==> config.mk <==
export PLATFORM = sky130hd
export DESIGN_NAME = oam_dma
export DESIGN_NICKNAME = d
export VERILOG_FILES = /design/src/rtl/oam_dma.sv
export SDC_FILE = /design/constraint.sdc
export NUM_CORES = 1
export LEC_CHECK = 0
export BUFFER_PORTS_ARGS = -buffer_cell sky130_fd_sc_hd__buf_2
export CORE_MARGIN = 3
export CORE_UTILIZATION = 55
export CTS_BUF_LIST = sky130_fd_sc_hd__clkbuf_4
export DETAILED_ROUTE_END_ITERATION = 7
export MAX_ROUTING_LAYER = met4
export PLACE_DENSITY_LB_ADDON = 0.3
export SLEW_MARGIN = 20
export SYNTH_ARGS = -nofsm -noshare
export SYNTH_HDL_FRONTEND = slang
export SYNTH_SLANG_ARGS = --single-unit
==> constraint.sdc <==
create_clock -name G_clock -period 2.3 [get_ports G_clock]
set_input_delay 0.23 -clock G_clock [delete_from_list [all_inputs] [get_ports G_clock]]
set_output_delay 0.23 -clock G_clock [all_outputs]
set_load 0.01 [all_outputs]
==> src/rtl/oam_dma.sv <==
// oam_dma: sprite DMA that halts the CPU and copies a 256-byte page to the OAM data port.
module oam_dma #(
    parameter logic [15:0] TRIG_ADDR = 16'h4014,
    parameter logic [15:0] DEST_ADDR = 16'h2004
) (
    input  logic        G_clock,
    input  logic        G_reset,
    input  logic [15:0] G_cpu_addr,
    input  logic [7:0]  G_cpu_wr_data,
    input  logic        G_cpu_rdwr,
    input  logic [7:0]  G_rd_data,
    output logic        G_ready,
    output logic        G_dma_active,
    output logic [15:0] G_dma_addr,
    output logic [7:0]  G_dma_wr_data,
    output logic        G_dma_rdwr
);
    typedef enum logic [2:0] {IDLE, WAIT, HALT, ALIGN, READ, WRITE} state_t;
    state_t state, state_n;
    logic [3:0] tick;
    logic parity, parity_n, trig_q, trig_cond, start, cycle_end;
    logic [7:0] idx, idx_n, page, page_n, data, data_n;
    logic active_n, is_wr;
    always_comb begin
        trig_cond = !G_cpu_rdwr && (G_cpu_addr == TRIG_ADDR);
        start = trig_cond && !trig_q;
        cycle_end = tick == 4'd11;
        parity_n = parity ^ cycle_end;
    end
    always_comb begin
        state_n = state;
        idx_n = idx;
        page_n = page;
        data_n = data;
        case (state)
            IDLE: if (start) begin
                state_n = WAIT;
                page_n = G_cpu_wr_data;
            end
            WAIT: if (cycle_end) state_n = HALT;
            HALT: if (cycle_end) state_n = parity_n ? ALIGN : READ;
            ALIGN: if (cycle_end) state_n = READ;
            READ: if (cycle_end) begin
                state_n = WRITE;
                data_n = G_rd_data;
            end
            WRITE: if (cycle_end) begin
                idx_n = idx + 8'd1;
                state_n = (idx == 8'hFF) ? IDLE : READ;
            end
            default: state_n = IDLE;
        endcase
        // outputs are derived from next-state values so they register in step with the state
        active_n = (state_n != IDLE) && (state_n != WAIT);
        is_wr = state_n == WRITE;
    end
    always_ff @(posedge G_clock or negedge G_reset) begin
        if (!G_reset) begin
            state <= IDLE;
            tick <= 4'd0;
            parity <= 1'b0;
            trig_q <= 1'b0;
            idx <= 8'd0;
            page <= 8'd0;
            data <= 8'd0;
            G_ready <= 1'b1;
            G_dma_active <= 1'b0;
            G_dma_addr <= 16'd0;
            G_dma_wr_data <= 8'd0;
            G_dma_rdwr <= 1'b1;
        end else begin
            state <= state_n;
            tick <= cycle_end ? 4'd0 : tick + 4'd1;
            parity <= parity_n;
            trig_q <= trig_cond;
            idx <= idx_n;
            page <= page_n;
            data <= data_n;
            G_ready <= state_n == IDLE;
            G_dma_active <= active_n;
            G_dma_addr <= is_wr ? DEST_ADDR : (active_n ? {page_n, idx_n} : 16'd0);
            G_dma_wr_data <= is_wr ? data_n : 8'd0;
            G_dma_rdwr <= !is_wr;
        end
    end
endmodule

==> metrics.md, run 1 <==
| Metric | Value |
|---|---|
| Syn_nets | `243` |
| Initial Util | `59.68%` |
| RSZ-0062 raised after global routing | `no` |
| Switching Share | `24.09%` |
| WHS Endpoint | `data[3]` |
| R2R Setup Slk | `0.24 ns` |
| Core box area | `4202 um2` |
| Layout cell share with drive strength beyond 1 | `35.61%` |
| Top layer used by detailed routing | `met4` |
| Hold Fails Final Rpt | `0` |
| Total GRT Usage | `20.23%` |
| Metal-1 WL | `2166 um` |
| Final period util | `89.40%` |
| Final setup viols | `0` |
| Detailed-route wire length | `4797 um` |
| Worst skew pair latency | `0.38 ns` |
| Synthesized flop and latch total | `60` |
| Area of the multi-input gates | `932.1 um2` |
| Status | `finished clean` |
| Clock buffer depth | `2` |
| Final Max Tran Viols | `0` |
| Synth Cell Area | `2507 um2` |
| Grt total ovfl | `0` |
| Setup repair bufs after CTS | `0` |
| DRT Pass-1 Iters | `4` |
| Layout filler cell count | `303` |
| Largest net degree at the start of global routing | `29` |
| IO buf count | `61` |
| R2R cell count | `5` |
| Met2 wire length | `2243 um` |
| DP HPWL | `3406 um` |
| Syn Inst Count | `206` |
| Combinational group share of total power | `4.3%` |
| Post-cts resize count | `0` |
| Vias in the first global route | `1818` |
| Slew HR | `61.39%` |
| Cell-internal power | `1.315 mW` |
| Setup TNS | `0 ns` |
| DR vias/cell | `5.509` |
| Power per Cell Area | `582.5 nW/um2` |
| Tmin final | `2.056 ns` |
| CTS Buf Count | `9` |
| Worst Tran Pin Value | `0.5791 ns` |
| Wirelength per Cell | `14.63 um` |
| Peak VDD IR | `0.3492 mV` |
| Ys Warns | `0` |
| First-pass GRT wire length | `8066 um` |
| Fmax | `0.4863 GHz` |
| CP max FO | `8` |
| NetSw | `417.4 uW` |
| Antenna Cells | `0` |
| Mapped Avg Cell Area | `12.17 um2` |
| Chip width | `73.52 um` |
| Total chip power | `1.732 mW` |
| Distinct cell type count after synthesis | `42` |
| Clk pwr share | `34.3%` |
| Root Buffer | `clkbuf_4` |
| Sink Count | `60` |
| Reg-to-reg startpoint | `tick[0]` |
| Hold depth | `2` |
| Initial drt markers | `98` |
| Routed Antenna Nets | `0` |
| Via Count | `1807` |
| CTS tree | `built` |
| H-Tree Depth | `3` |
| Seq/Total Area, Yosys | `59.98%` |
| Hold path startpoint | `G_rd_data[3]` |
| Startpoint type of the worst setup path | `flip-flop` |
| Leak | `1.544 nW` |
| CP Capture Type | `flip-flop` |
| Seq pwr share | `61.4%` |
| Worst Clk Skew | `0.01127 ns` |
| Met3 wire length | `305 um` |
| Die area | `5405 um2` |
| # nets final | `310` |
| Area grow syn2layout | `18.61%` |
| Worst Hold Class | `input pin to flip-flop` |
| Die height | `73.52 um` |
| Critical path type | `flip-flop to flip-flop` |
| CP Data Required Time | `2.55 ns` |
| DR DRC count | `0` |
| FF-to-FF End | `G_dma_wr_data[5]` |
| Initial antenna violation count | `0` |
| Maxcap violations | `0` |
| Seq. cell area | `1504 um2` |
| Hold-fix buffers at CTS | `1` |
| GPL Wtd Cong | `0.8755` |
| CTS clk-pin slew, worst paths | `0.10 ns` |
| Row count | `23` |
| Io pins | `62` |
| Arr. time, crit path | `2.31 ns` |
-- state kept, by name (all words and copies together), names as in the netlist --
| name | cells |
|---|---|
| G_dma_wr_data | 8 |
| G_dma_rdwr | 1 |
| G_ready | 1 |
| page | 8 |
| state | 3 |
| trig_q | 1 |
| idx | 8 |
| G_dma_addr | 16 |
| parity | 1 |
| data | 8 |
| G_dma_active | 1 |
| tick | 4 |
-- worst max path at each step --
stage / start / end / slack (ns)
after floorplan: tick[0] / G_dma_wr_data[0] / 0.54
after global placement: tick[0] / G_dma_wr_data[2] / 0.32
after detailed placement: tick[0] / G_dma_wr_data[4] / 0.27
after CTS: tick[0] / G_dma_wr_data[4] / 0.25
after global routing: tick[0] / G_dma_addr[2] / 0.10
final: tick[0] / G_dma_wr_data[5] / 0.24
-- cell usage in the layout, fill, tap and decap left out, types with 3 or more instances in the layout --
cell type / count
buf_2: 61
dfrtp_1: 58
nand2_1: 14
nand3_1: 12
o21ai_0: 11
nor2b_1: 9
clkbuf_4: 9
mux2_4: 8
nor2_1: 7
nor3_1: 7
a22oi_1: 7
inv_1: 5
xnor2_1: 5
a21boi_1: 4
xor2_1: 4
clkinv_2: 4
buf_4: 4
nor4_1: 3
nand2b_1: 3
or3_1: 3
a21boi_0: 3
-- worst max-delay path: stages (launching register included) --
cell and delay, ns:
dfrtp_1 0.39, ha_1 0.30, nand3b_4 0.15, or3_1 0.58, mux2_4 0.39, nor2b_1 0.13
-- synthesized netlist by cell type, drive strengths merged --
master / number / area [um2]
a211oi: 2 / 15.01
a21boi: 7 / 52.55
a21o: 2 / 15.01
a221oi: 1 / 8.760
a22oi: 7 / 52.55
a2bb2oi: 1 / 8.760
and2: 1 / 6.260
and3b: 2 / 18.77
and4: 1 / 8.760
and4b: 1 / 10.01
buf: 7 / 41.29
clkbuf: 3 / 11.26
dfrtp: 58 / 1451
dfstp: 2 / 52.55
ha: 2 / 25.02
inv: 5 / 18.77
mux2: 10 / 142.6
nand2: 14 / 52.55
nand2b: 3 / 18.77
nand3: 12 / 60.06
nand3b: 2 / 27.53
nand4: 2 / 12.51
nand4b: 1 / 8.760
nor2: 7 / 26.28
nor2b: 9 / 56.30
nor3: 7 / 35.03
nor4: 5 / 43.79
nor4b: 2 / 17.52
nor4bb: 2 / 20.02
o21ai: 11 / 55.05
o22ai: 1 / 6.260
o2bb2ai: 2 / 17.52
or2: 2 / 12.51
or3: 3 / 18.77
xnor2: 5 / 43.79
xor2: 4 / 35.03
-- stage by stage --
step	worst slack (ns)	util [%]	std cells	hold WS, ns	instance area (um2)
after floorplan	0.5383	-	206	-0.06559	2507
after global placement	0.3159	67.90	311	0.2622	2853
after detailed placement	0.2687	67.90	311	0.2562	2853
after CTS	0.2506	70.79	328	0.06097	2974
after global routing	0.1029	70.79	328	0.05580	2974
final	0.2437	70.79	328	0.08278	2974
-- power by group through the flow --
stage | registers, mW | logic (mW) | clock network [mW]
2_1_floorplan | 1.08 | 0.0209 | 0
3_3_place_gp | 1.08 | 0.0738 | 0
3_5_place_dp | 1.08 | 0.0753 | 0
4_1_cts | 1.06 | 0.0770 | 0.611
5_1_grt | 1.06 | 0.0867 | 0.663
6_report | 1.06 | 0.0752 | 0.594
-- metal layers --
metal	vias to the layer above	track usage (%)
met5	-	-
met4	0	8.853
met3	9	5.062
met2	67	29.43
met1	868	26.98
li1	863	-
-- logic make-up (layout without fill, tap and decap cells) --
| group | count (synthesis) | after routing | share of synthesized area [%] |
|---|---|---|---|
| simple gates | 76 | 76 | 18.11 |
| flops | 60 | 60 | 59.98 |
| compound gates | 34 | 34 | 9.231 |
| buf+inv | 15 | 87 | 2.844 |
| mux | 10 | 10 | 5.689 |
| xor+xnor | 9 | 9 | 3.143 |
| fa+ha+maj | 2 | 2 | 0.9978 |
-- cell type report --
cell class | count | share of cell area, %
flip-flops and latches | 60 | 50.57
multi-input cells | 131 | 31.34
repair buffers | 66 | 11.61
clock buffers | 9 | 2.272
clock inverters | 7 | 1.472
well taps | 50 | 2.103
inverters | 5 | 0.6310
Power figures use the tool's default switching activity.
==> run 2: changes to the inputs <==
--- a/config.mk
+++ b/config.mk
@@ -5,7 +5,7 @@
 export SDC_FILE = /design/constraint.sdc
 export NUM_CORES = 1
 export LEC_CHECK = 0
-export BUFFER_PORTS_ARGS = -buffer_cell sky130_fd_sc_hd__buf_2
+export BUFFER_PORTS_ARGS = -buffer_cell sky130_fd_sc_hd__buf_4
 export CORE_MARGIN = 3
 export CORE_UTILIZATION = 55
 export CTS_BUF_LIST = sky130_fd_sc_hd__clkbuf_4
==> metrics.md, run 2 (same netlist as run 1, synthesis figures left out) <==
| Metric | Value |
|---|---|
| Max FFs per register | `16` |
| CTS clk-pin slew, worst paths | `0.10 ns` |
| First-pass GRT wire length | `8528 um` |
| Startpoint type of the worst setup path | `flip-flop` |
| Total GRT Usage | `21.49%` |
| GPL Wtd Cong | `0.8826` |
| WHS Endpoint | `data[0]` |
| Critical path type | `flip-flop to flip-flop` |
| Setup repair bufs after CTS | `0` |
| R2R cell count | `5` |
| FF-to-FF End | `G_dma_wr_data[7]` |
| Layout cell share with drive strength beyond 1 | `34.55%` |
| Hold Fails Final Rpt | `0` |
| Antenna Cells | `0` |
| Commonest non-fill, non-tap cells in the layout | `62 x buf_4, 58 x dfrtp_1, 14 x nand2_1, 12 x nand3_1, 11 x o21ai_0` |
| Detailed-route wire length | `5109 um` |
| IO buf count | `61` |
| Wirelength per Cell | `15.72 um` |
| Initial drt markers | `74` |
| Clock buffer depth | `2` |
| Seq pwr share | `54.1%` |
| NetSw | `408.9 uW` |
| R2R Setup Slk | `0.21 ns` |
| Initial Util | `59.68%` |
| Worst Tran Pin Value | `0.7268 ns` |
| Peak VDD IR | `0.3349 mV` |
| Maxcap violations | `0` |
| CTS Buf Count | `9` |
| Worst Clk Skew | `0.01020 ns` |
| Cell-internal power | `1.558 mW` |
| Fmax | `0.4780 GHz` |
| Layout filler cell count | `306` |
| Initial antenna violation count | `0` |
| Worst Hold Class | `input pin to flip-flop` |
| Power per Cell Area | `625.0 nW/um2` |
| Largest net degree at the start of global routing | `61` |
| DR vias/cell | `5.502` |
| DR DRC count | `0` |
| CP Data Required Time | `2.56 ns` |
| Final Max Tran Viols | `0` |
| Chip width | `73.52 um` |
| Grt total ovfl | `0` |
| Tmin final | `2.092 ns` |
| Final setup viols | `0` |
| DRT Pass-1 Iters | `4` |
| Commonest non-fill, non-tap cell in the layout | `buf_4` |
| Combinational group share of total power | `4.6%` |
| CP Capture Type | `flip-flop` |
| Vias in the first global route | `1874` |
| Routed Antenna Nets | `0` |
| Hold depth | `2` |
| Core box area | `4202 um2` |
| Slew HR | `51.55%` |
| Via Count | `1788` |
| Root Buffer | `clkbuf_4` |
| H-Tree Depth | `3` |
| Total chip power | `1.967 mW` |
| Row count | `23` |
| Final Cell Area | `3147 um2` |
| CTS tree | `built` |
| Status | `finished clean` |
| Area grow syn2layout | `25.50%` |
| Clk pwr share | `41.3%` |
| CP max FO | `8` |
| Setup TNS | `0 ns` |
| Post-cts resize count | `0` |
| Die height | `73.52 um` |
| Sink Count | `60` |
| Hold path startpoint | `G_rd_data[0]` |
| DP HPWL | `3537 um` |
| Final period util | `90.97%` |
| Leak | `1.586 nW` |
| Die area | `5405 um2` |
| Placed inst area | `2983 um2` |
| Reg-to-reg startpoint | `tick[0]` |
| # nets final | `307` |
| Switching Share | `20.79%` |
| Arr. time, crit path | `2.35 ns` |
| Reg with most FFs | `G_dma_addr` |
| Worst skew pair latency | `0.39 ns` |
| Io pins | `62` |
| RSZ-0062 raised after global routing | `no` |
[run 2: changes by cell type in the layout (fill, tap and decap cells not counted), sizes merged]
cell      before  now
bufinv         0    2
buf           65   62
clkbuf         9   10
clkinvlp       2    0
clkinv         5    4
[run 2: final cells by class]
type                    count  area (um2)  area share, %
well taps                  50       62.56          1.988
flip-flops and latches     60        1504          47.79
clock inverters             6       78.83          2.505
repair buffers             63       475.5          15.11
inverters                   5       18.77         0.5964
multi-input cells         131       932.1          29.62
clock buffers              10       75.07          2.386
[run 2: how the worst max path moves through the flow]
stage,start,to,cells after the start
after floorplan,tick[0],G_dma_wr_data[0],6
after global placement,tick[0],G_dma_wr_data[2],5
after detailed placement,tick[0],G_dma_wr_data[7],5
after CTS,tick[0],G_dma_wr_data[7],5
after global routing,tick[0],G_dma_addr[13],5
final,tick[0],G_dma_wr_data[7],5
[run 2: power by group through the flow]
stage / sequential [mW] / clock (mW) / combinational [mW]
floorplan: 1.08 / 0 / 0.0209
global placement: 1.08 / 0 / 0.0873
detailed placement: 1.08 / 0 / 0.0896
CTS: 1.06 / 0.831 / 0.0915
global route: 1.06 / 0.880 / 0.101
finish: 1.06 / 0.813 / 0.0899
[run 2: routing by layer]
metal / up-vias / track usage (%) / part of all wire, %
li1: 854 / - / -
met1: 858 / 27.25 / 44
met2: 66 / 32.68 / 47
met3: 10 / 5.062 / 6.9
met4: 0 / 10.06 / 2.0
met5: - / - / 0
[run 2: repair_timing]
item | 4_1_cts | 5_1_grt
endpoints found under the setup margin | 0 | 0
hold endpoints to repair | 58 | 0
hold buffers | 1 | 0
[run 2: worst max-delay path, cell delays in order (launching register included)]
cell and delay [ns]:
dfrtp_1 0.38, ha_1 0.32, nand3b_4 0.16, or3_1 0.57, mux2_4 0.39, nor2b_1 0.14
[run 2: stage by stage]
stage / utilization [%] / hold slack (ns) / cells / worst slack [ns]
after floorplan: - / -0.06559 / 206 / 0.5383
after global placement: 70.99 / 0.3278 / 308 / 0.3131
after detailed placement: 70.99 / 0.3373 / 308 / 0.2176
after CTS: 74.90 / 0.05979 / 325 / 0.2059
after global routing: 74.90 / 0.06608 / 325 / 0.06685
final: 74.90 / 0.07802 / 325 / 0.2078
